<file path="src/rtl/control_signal.sv">
// -----------------------------------------------------------------------------
// control_signal
//
// Timing/control generator for the frequency-meter counter chain. Running on
// the slow reference clock, it repeats a measurement frame forever:
//
//   CLEAR (CLEAR_LEN cycles) -> GATE (N cycles) -> LATCH (LATCH_LEN cycles)
//
// where N is GATE_LONG or GATE_SHORT, chosen by modeControl as the frame
// leaves CLEAR. A test mode (testMode=1) parks the machine in TEST, which
// keeps the counters counting and the result latches transparent. Leaving
// TEST always starts a fresh frame with a full CLEAR.
//
// Output decode (enable, clear, latch):
//   CLEAR (0,1,0)   GATE (1,0,0)   LATCH (0,0,1)   TEST (1,0,1)
//
// Ports
//   clkControl   in   1  reference clock; every flop uses its rising edge
//   rst_n        in   1  asynchronous, active-low reset
//   testMode     in   1  1 = continuous count/test mode, 0 = normal frames
//   modeControl  in   1  gate select: 0 = GATE_LONG, 1 = GATE_SHORT
//   enable       out  1  counter count-enable (gate window)
//   clear        out  1  counter synchronous clear request
//   latch        out  1  result-register load strobe
//
// All three outputs come straight from flops. They are loaded with the decode
// of next_state, so they always equal the decode of the current state while
// staying free of combinational glitches on their way to the counter chain.
// -----------------------------------------------------------------------------
module control_signal #(
  parameter int GATE_LONG  = 16,  // gate length when modeControl=0 (>=1)
  parameter int GATE_SHORT = 4,   // gate length when modeControl=1 (>=1)
  parameter int CLEAR_LEN  = 1,   // cycles clear is held per frame (>=1)
  parameter int LATCH_LEN  = 1    // cycles latch is held per frame (>=1)
) (
  input  logic clkControl,
  input  logic rst_n,
  input  logic testMode,
  input  logic modeControl,
  output logic enable,
  output logic clear,
  output logic latch
);

  // ---------------------------------------------------------------------------
  // Sizing
  // ---------------------------------------------------------------------------
  localparam int MAX_GATE = (GATE_LONG > GATE_SHORT) ? GATE_LONG : GATE_SHORT;
  localparam int MAX_FIX  = (CLEAR_LEN > LATCH_LEN)  ? CLEAR_LEN : LATCH_LEN;
  localparam int MAX_LEN  = (MAX_GATE > MAX_FIX)     ? MAX_GATE  : MAX_FIX;
  localparam int CW       = $clog2(MAX_LEN) + 1;

  // Terminal counts, pre-sized to the counter width.
  localparam logic [CW-1:0] CLEAR_LAST = CW'(CLEAR_LEN - 1);
  localparam logic [CW-1:0] LATCH_LAST = CW'(LATCH_LEN - 1);
  localparam logic [CW-1:0] LONG_LEN   = CW'(GATE_LONG);
  localparam logic [CW-1:0] SHORT_LEN  = CW'(GATE_SHORT);
  localparam logic [CW-1:0] CNT_ONE    = CW'(1);
  localparam logic [CW-1:0] CNT_MAX    = '1;

  // ---------------------------------------------------------------------------
  // State encoding
  // ---------------------------------------------------------------------------
  typedef enum logic [1:0] {
    S_CLEAR = 2'd0,
    S_GATE  = 2'd1,
    S_LATCH = 2'd2,
    S_TEST  = 2'd3
  } state_t;

  state_t        state;
  state_t        next_state;
  logic [CW-1:0] cnt;        // cycles spent in the current state, minus one
  logic [CW-1:0] gate_len;   // gate length frozen for the running frame
  logic          gate_start; // this edge moves CLEAR -> GATE
  logic          enable_d;
  logic          clear_d;
  logic          latch_d;

  // ---------------------------------------------------------------------------
  // Process 1: state register, cycle counter, frozen gate length, outputs
  // ---------------------------------------------------------------------------
  // NOTE: sequential state is written only with non-blocking (<=) assignments
  // so every flop samples the pre-edge values of the others, independent of
  // the order in which the simulator evaluates processes.
  always_ff @(posedge clkControl or negedge rst_n) begin
    if (!rst_n) begin
      state    <= S_CLEAR;
      cnt      <= '0;
      gate_len <= LONG_LEN;
      enable   <= 1'b0;
      clear    <= 1'b1;
      latch    <= 1'b0;
    end else begin
      state  <= next_state;
      enable <= enable_d;
      clear  <= clear_d;
      latch  <= latch_d;

      // Restart on every state change; otherwise count up, saturating so a
      // long stay in TEST can never wrap back onto a terminal count.
      if (next_state != state) begin
        cnt <= '0;
      end else if (cnt != CNT_MAX) begin
        cnt <= cnt + CNT_ONE;
      end

      // The gate length is captured once per frame. modeControl changes
      // during GATE therefore only take effect at the next CLEAR -> GATE.
      if (gate_start) begin
        gate_len <= modeControl ? SHORT_LEN : LONG_LEN;
      end
    end
  end

  // ---------------------------------------------------------------------------
  // Process 2: next-state logic
  // ---------------------------------------------------------------------------
  // NOTE: every signal assigned in an always_comb block receives a default
  // value first; a path that leaves one unassigned would infer a latch.
  always_comb begin
    next_state = state;
    gate_start = 1'b0;

    if (testMode) begin
      // Test mode wins from any state and abandons any partial frame.
      next_state = S_TEST;
    end else begin
      unique case (state)
        S_CLEAR: begin
          if (cnt == CLEAR_LAST) begin
            next_state = S_GATE;
            gate_start = 1'b1;
          end
        end
        S_GATE: begin
          // gate_len is only ever loaded with a value >= 1.
          if (cnt == (gate_len - CNT_ONE)) begin
            next_state = S_LATCH;
          end
        end
        S_LATCH: begin
          if (cnt == LATCH_LAST) begin
            next_state = S_CLEAR;
          end
        end
        S_TEST: begin
          // Leaving test mode always begins a fresh frame.
          next_state = S_CLEAR;
        end
        default: begin
          next_state = S_CLEAR;
        end
      endcase
    end
  end

  // ---------------------------------------------------------------------------
  // Process 3: output decode
  // ---------------------------------------------------------------------------
  // Decoding next_state means the output flops load exactly the decode of the
  // state being entered, so clear and enable (and clear and latch) can never
  // be high together on the flop outputs.
  always_comb begin
    enable_d = 1'b0;
    clear_d  = 1'b0;
    latch_d  = 1'b0;
    unique case (next_state)
      S_CLEAR: clear_d  = 1'b1;
      S_GATE:  enable_d = 1'b1;
      S_LATCH: latch_d  = 1'b1;
      S_TEST: begin
        enable_d = 1'b1;
        latch_d  = 1'b1;
      end
      default: clear_d = 1'b1;
    endcase
  end

endmodule

</file>
<file path="config.mk">
export PLATFORM = sky130hd
export DESIGN_NAME = control_signal
export DESIGN_NICKNAME = d
export VERILOG_FILES = /design/src/rtl/control_signal.sv
export SDC_FILE = /design/constraint.sdc
export NUM_CORES = 1
export LEC_CHECK = 0
export CAP_MARGIN = 5
export CORE_UTILIZATION = 45
export CTS_CLUSTER_DIAMETER = 200
export CTS_CLUSTER_SIZE = 40
export DETAILED_ROUTE_END_ITERATION = 7
export HOLD_SLACK_MARGIN = 0.05
export PLACE_DENSITY = 0.66
export SLEW_MARGIN = 15
export SYNTH_ARGS = -nofsm -noshare
export SYNTH_HDL_FRONTEND = slang
export SYNTH_SLANG_ARGS = --single-unit
</file>
<file path="constraint.sdc">
create_clock -name clkControl -period 2.1 [get_ports clkControl]
set_clock_uncertainty 0.2 [all_clocks]
set_input_delay 0.42 -clock clkControl [delete_from_list [all_inputs] [get_ports clkControl]]
set_output_delay 0.42 -clock clkControl [all_outputs]
set_load 0.005 [all_outputs]
</file>
======== After elaboration in Yosys (flattened, before gate mapping) ========
Index checks and enable logic that the tools add are counted.
storage, ports and cells
  bits in registers ....................... 15
  input port bits ......................... 4
  output and inout bits ................... 3
operators by class
  add/subtract/negate cells ............... 2
  eq/ne operators ......................... 9
  multiplexer cells ....................... 14
  reduce and logical (&&, ||, !) cells .... 6
operators by type and width
  kind                                                  number
  two-way mux 5 bit                                     3
  equality test 2 bit (second input constant)           4
  two-way mux 2 bit                                     4
  case mux 2 bit (4 select lines)                       1
  two-way mux 1 bit                                     6
  adder 5 x 1 -> 5 bit (second input constant)          1
  equality test 5 bit                                   1
  zero test 5 bit                                       1
  inequality test 5 bit (second input constant)         1
  subtractor 5 x 1 -> 5 bit (second input constant)     1
  equality test 2 x 1 -> 1 bit (second input constant)  2
  zero test 2 bit                                       2
  OR reduction 2 bit                                    2
  inequality test 2 bit                                 1
  nonzero test 2 bit                                    1

======== Depth between registers and ports, before layout ========
Gate-level depths: netlist (run 1).
  word-level depth ........................ 8
  mapped depth ............................ 6
  mapped depth without buffers ............ 6

======== Worst setup path before layout (run 1) ========
No wires, ideal clock.
  kind .................................... reg-to-reg
  start point ............................. register cnt[0]
  end point ............................... register cnt[3]
  library setup time ...................... 0.128 ns
  data arrival time ....................... 1.429 ns
  slack ................................... 0.344 ns
  stages on the path, launching flop included .. 7
  path buffers ............................ 0
  clock period less this slack ............ 1.756 ns
  path through ............................ dfrtp_1 ha_1 and3_2 ha_1 nand4b_1 xor2_1 nor2_1
on the way
  word-level cells in the longest chain between the ends .. 6
  elaborated cells on any way between the ends .. 13
RTL lines
  what                                                     RTL line       source
  from (decl)                                              73             logic [CW-1:0] cnt;
  from (signal assigned)                                   105            cnt <= cnt + CNT_ONE;
  equality test 5 bit or zero test 5 bit (tied branches)   138, 131, 143
  two-way mux 2 bit, on equally long branches              138, 131, 143
  case mux 2 bit (4 select lines)                          129            unique case (state)
  two-way mux 2 bit                                        125            if (testMode) begin
  inequality test 2 bit                                    102            if (next_state != state) begin
  two-way mux 5 bit or nonzero test 2 bit (tied branches)  n/a
Several ways; a longest one is shown, not always the timed one. The select of a mux whose other input is x is not followed.
A chain may end at the register's enable or synchronous reset.

======== Final worst setup path (run 1) ========
Same ends and word-level chain as after synthesis.

==> results by group, run 1 <==
Status
  – Outcome: complete, no violations

Cells and area
  – Commonest cells after routing, fill and taps aside: 10 x dfrtp_1, 9 x nor2_1, 6 x clkdlybuf4s50_1
  – Post-route cell area: 742 um2
  – Most common cell after layout, fill and taps aside: dfrtp_1
  – Proportion of layout cells with a drive suffix above 1: 0.188
  – ANT cells: 0
  – Final std cells w/o fill: 79
  – NumNets Final: 72
  – P&R area growth vs syn: 14.7%
  – Final core occ: 0.563
  – Fillcell total: 116
  – Register area: 303 um2
  – Area of the multi-input gates: between 300 and 400 um2

Timing
  – Clock period minus worst slack: 1890 ps
  – Final hold violations: 0
  – Setup_tns: 0 ps
  – Final Setup Violations: 0
  – Worst slew pin tran: about 540 ps
  – Fin. max-slew vios: 0
  – Worst hold slack: 282 ps
  – Fmax achieved: 528 MHz
  – Slew headroom: 0.642
  – Final Cycle Share: 0.902
  – RSZ-0062 raised after global routing: no

Global routing
  – Total global routing overflow: 0
  – Initial antenna violation count: 0
  – Met3 usage: 0.0852
  – Largest net degree at the start of global routing: 13
  – M1 GR Usage: 0.219
  – Vias in the first global route: approximately 380
  – Met2 Track Usage GR: 0.222
  – Busiest grt layer: met2
  – Total track usage: 0.160
  – First-pass GRT wire length: approximately 1600 um

Power
  – Clock group share of total power: 0.238
  – Switching Fraction: 0.276
  – Int Power: ~0.00043 W
  – Reg power frac: 0.522
  – Pwr dens: 807 nW/um2
  – Switch Pwr: 0.000165 W
  – Leak pwr: 0.319 nW
  – Combinational share of power: 0.240
  – Worst vdd ir: 0.466 mV

Routing
  – DRT Pass-1 Iters: 4
  – Vias/cell: 5.20
  – Wire length per cell: 12.1 um
  – DR iter-0 viols: 6
  – Detail Route Antenna Nets: 0
  – Drt total wl: 952 um
  – Residual DRC: 0
  – Via count: 411

Worst setup path
  – CP Data Arrival Time: 1890 ps
  – Slowest cell delay on critical path: between 400 and 500 ps
  – CP Class: reg2reg
  – CP max-delay cell: dfrtp_1
  – CP dominant cell by count: ha_1
  – Bufs and invs on worst path: 0
  – Setup crit start kind: flop
  – Crit-path cells: ha_1 -> and3_2 -> ha_1 -> nand4b_1 -> xor2_1 -> nor2_1
  – Critical path required time: 2100 ps
  – CP Max Fanout: 5
  – Crit end category: flop
  – Largest delay contributor family on the critical path: simple AND/OR/NAND/NOR gates

Placement
  – Final RePlAce weighted congestion: 0.756
  – Post-DP Area: a little over 700 um2
  – IO Port Bufs: 6
  – Hpwl dp: 727 um
  – Placed instance count: 75

Clocking
  – CTS tree: built
  – CTS Buf Count: 3
  – Total clock sinks: 12
  – Setup Fix Bufs, Post-CTS: 0
  – CTS max path bufs: 2
  – CTS clk-pin slew, worst paths: 70 ps
  – Clock Latency Late Sink: 260 ps
  – Root Buffer: clkbuf_4
  – Hold buffers post-CTS: 0
  – H-tree depth: 1
  – Post-CTS Resized: 0

Yosys
  – Sequential share of the synthesized area: 0.468
  – Synthesis Warnings: 0
  – Flops & latches, synth: 12
  – Synth top area share: 0.387
  – Syn nets: 63
  – Fraction of registers with async set/reset: 1.00
  – Synth Flop Type: dfrtp_1
  – Synth cell types: 25
  – Top cells by area, synth: dfrtp_1 39%, dfstp_2 8.1%, ha_1 5.8%, nor2_1 5.2%, mux2i_1 4.6%
  – Post-Synthesis Cells: 56
  – Syn Std Cell Area: 647 um2
  – Yosys top cell by area: dfrtp_1
  – Post-synth EDFFs: 0
  – Post-Syn Area per Cell: 11.6 um2

Floorplan
  – Die Ht: 39.9 um
  – Io pins: 7
  – Core area: between 1000 and 1500 um2
  – DIE AREA: 1590 um2
  – Die X: 39.9 um
  – Starting Density: 0.491
  – Site row count: 13

Hold path
  – Hold crit path type: reg2reg

Flow run
  – Max cap viols: 0
state kept, by name, summed over array words and instances (netlist names):
| register | count |
|---|---|
| clear | 1 |
| state | 2 |
| latch | 1 |
| gate_len | 2 |
| enable | 1 |
| cnt | 5 |
stage by stage:
stage | setup slack [ps] | total power [W]
2_1_floorplan | 344 | 0.000419
3_3_place_gp | 197 | 0.000461
3_5_place_dp | 187 | 0.000464
4_1_cts | 199 | 0.000610
5_1_grt | 61.2 | 0.000640
6_report | 206 | 0.000599
Yosys cell counts, types with 2 or more instances:
| cell type | instances |
|---|---|
| xor2_1 | 2 |
| xnor2_1 | 3 |
| dfstp_2 | 2 |
| inv_1 | 3 |
| nand3b_1 | 3 |
| ha_1 | 3 |
| mux2i_1 | 3 |
| buf_2 | 2 |
| a211o_1 | 2 |
| nor2_1 | 9 |
| dfrtp_1 | 10 |
worst reg2reg max path, delay by kind of cell (launching register included):
kind                     cells  cell delay [ps]
AND/OR/NAND/NOR              3              540
adder cells (fa/ha/maj)      2              510
flip-flops                   1              430
XOR/XNOR                     1              160
routing by layer:
metal,part of all wire,wire (um)
met3,0.060,57
met4,0.011,10
met2,0.41,389
met5,0,0
met1,0.52,494
power by group through the flow:
| stage | Sequential (W) | Combinational, W | Clock (W) |
|---|---|---|---|
| 2_1_floorplan | 0.000308 | 0.000111 | 0 |
| 3_3_place_gp | 0.000318 | 0.000143 | 0 |
| 3_5_place_dp | 0.000318 | 0.000146 | 0 |
| 4_1_cts | 0.000313 | 0.000146 | 0.000151 |
| 5_1_grt | 0.000321 | 0.000163 | 0.000155 |
| 6_report | 0.000313 | 0.000143 | 0.000143 |
kinds of logic (layout without fill, tap and decap cells):
family          count (synthesis)  after routing  share of synthesized area
simple gates                   22             22                      0.230
flops                          12             12                      0.468
xor+xnor                        5              5                     0.0677
mux                             5              5                     0.0851
buf+inv                         5             13                     0.0329
compound gates                  4              4                     0.0580
fa+ha+maj                       3              3                     0.0580
worst paths after layout:
kind                             startpoint           to  slack [ps]  depth (start not counted)
worst min-delay path            gate_len[4]  gate_len[4]         280                          2
worst max-delay path                 cnt[0]       cnt[3]         210                          6
worst max register to register       cnt[0]       cnt[3]         210                          6
max in group asynchronous             rst_n  gate_len[4]        1030                          1
min in group asynchronous             rst_n       cnt[1]         300                          1
worst min register to register  gate_len[4]  gate_len[4]         280                          2
final cells by class:
| class | count | share of cell area |
|---|---|---|
| clock buffers | 4 | 0.0354 |
| flip-flops and latches | 12 | 0.408 |
| well taps | 15 | 0.0253 |
| inverters | 3 | 0.0152 |
| multi-input cells | 39 | 0.435 |
| repair buffers | 6 | 0.0809 |
Power figures use the tool's default switching activity.
==> run 2, diff against run 1 <==
Settings changed: CAP_MARGIN 5 to 25.
==> results of run 2 <==
Same layout as run 1: the final DEF is identical, and so are final timing and power.
==> run 3, diff against run 2 <==
Settings changed: HOLD_SLACK_MARGIN 0.05 to 0.03.
==> results of run 3 <==
Same layout as run 1: the final DEF is identical, and so are final timing and power.
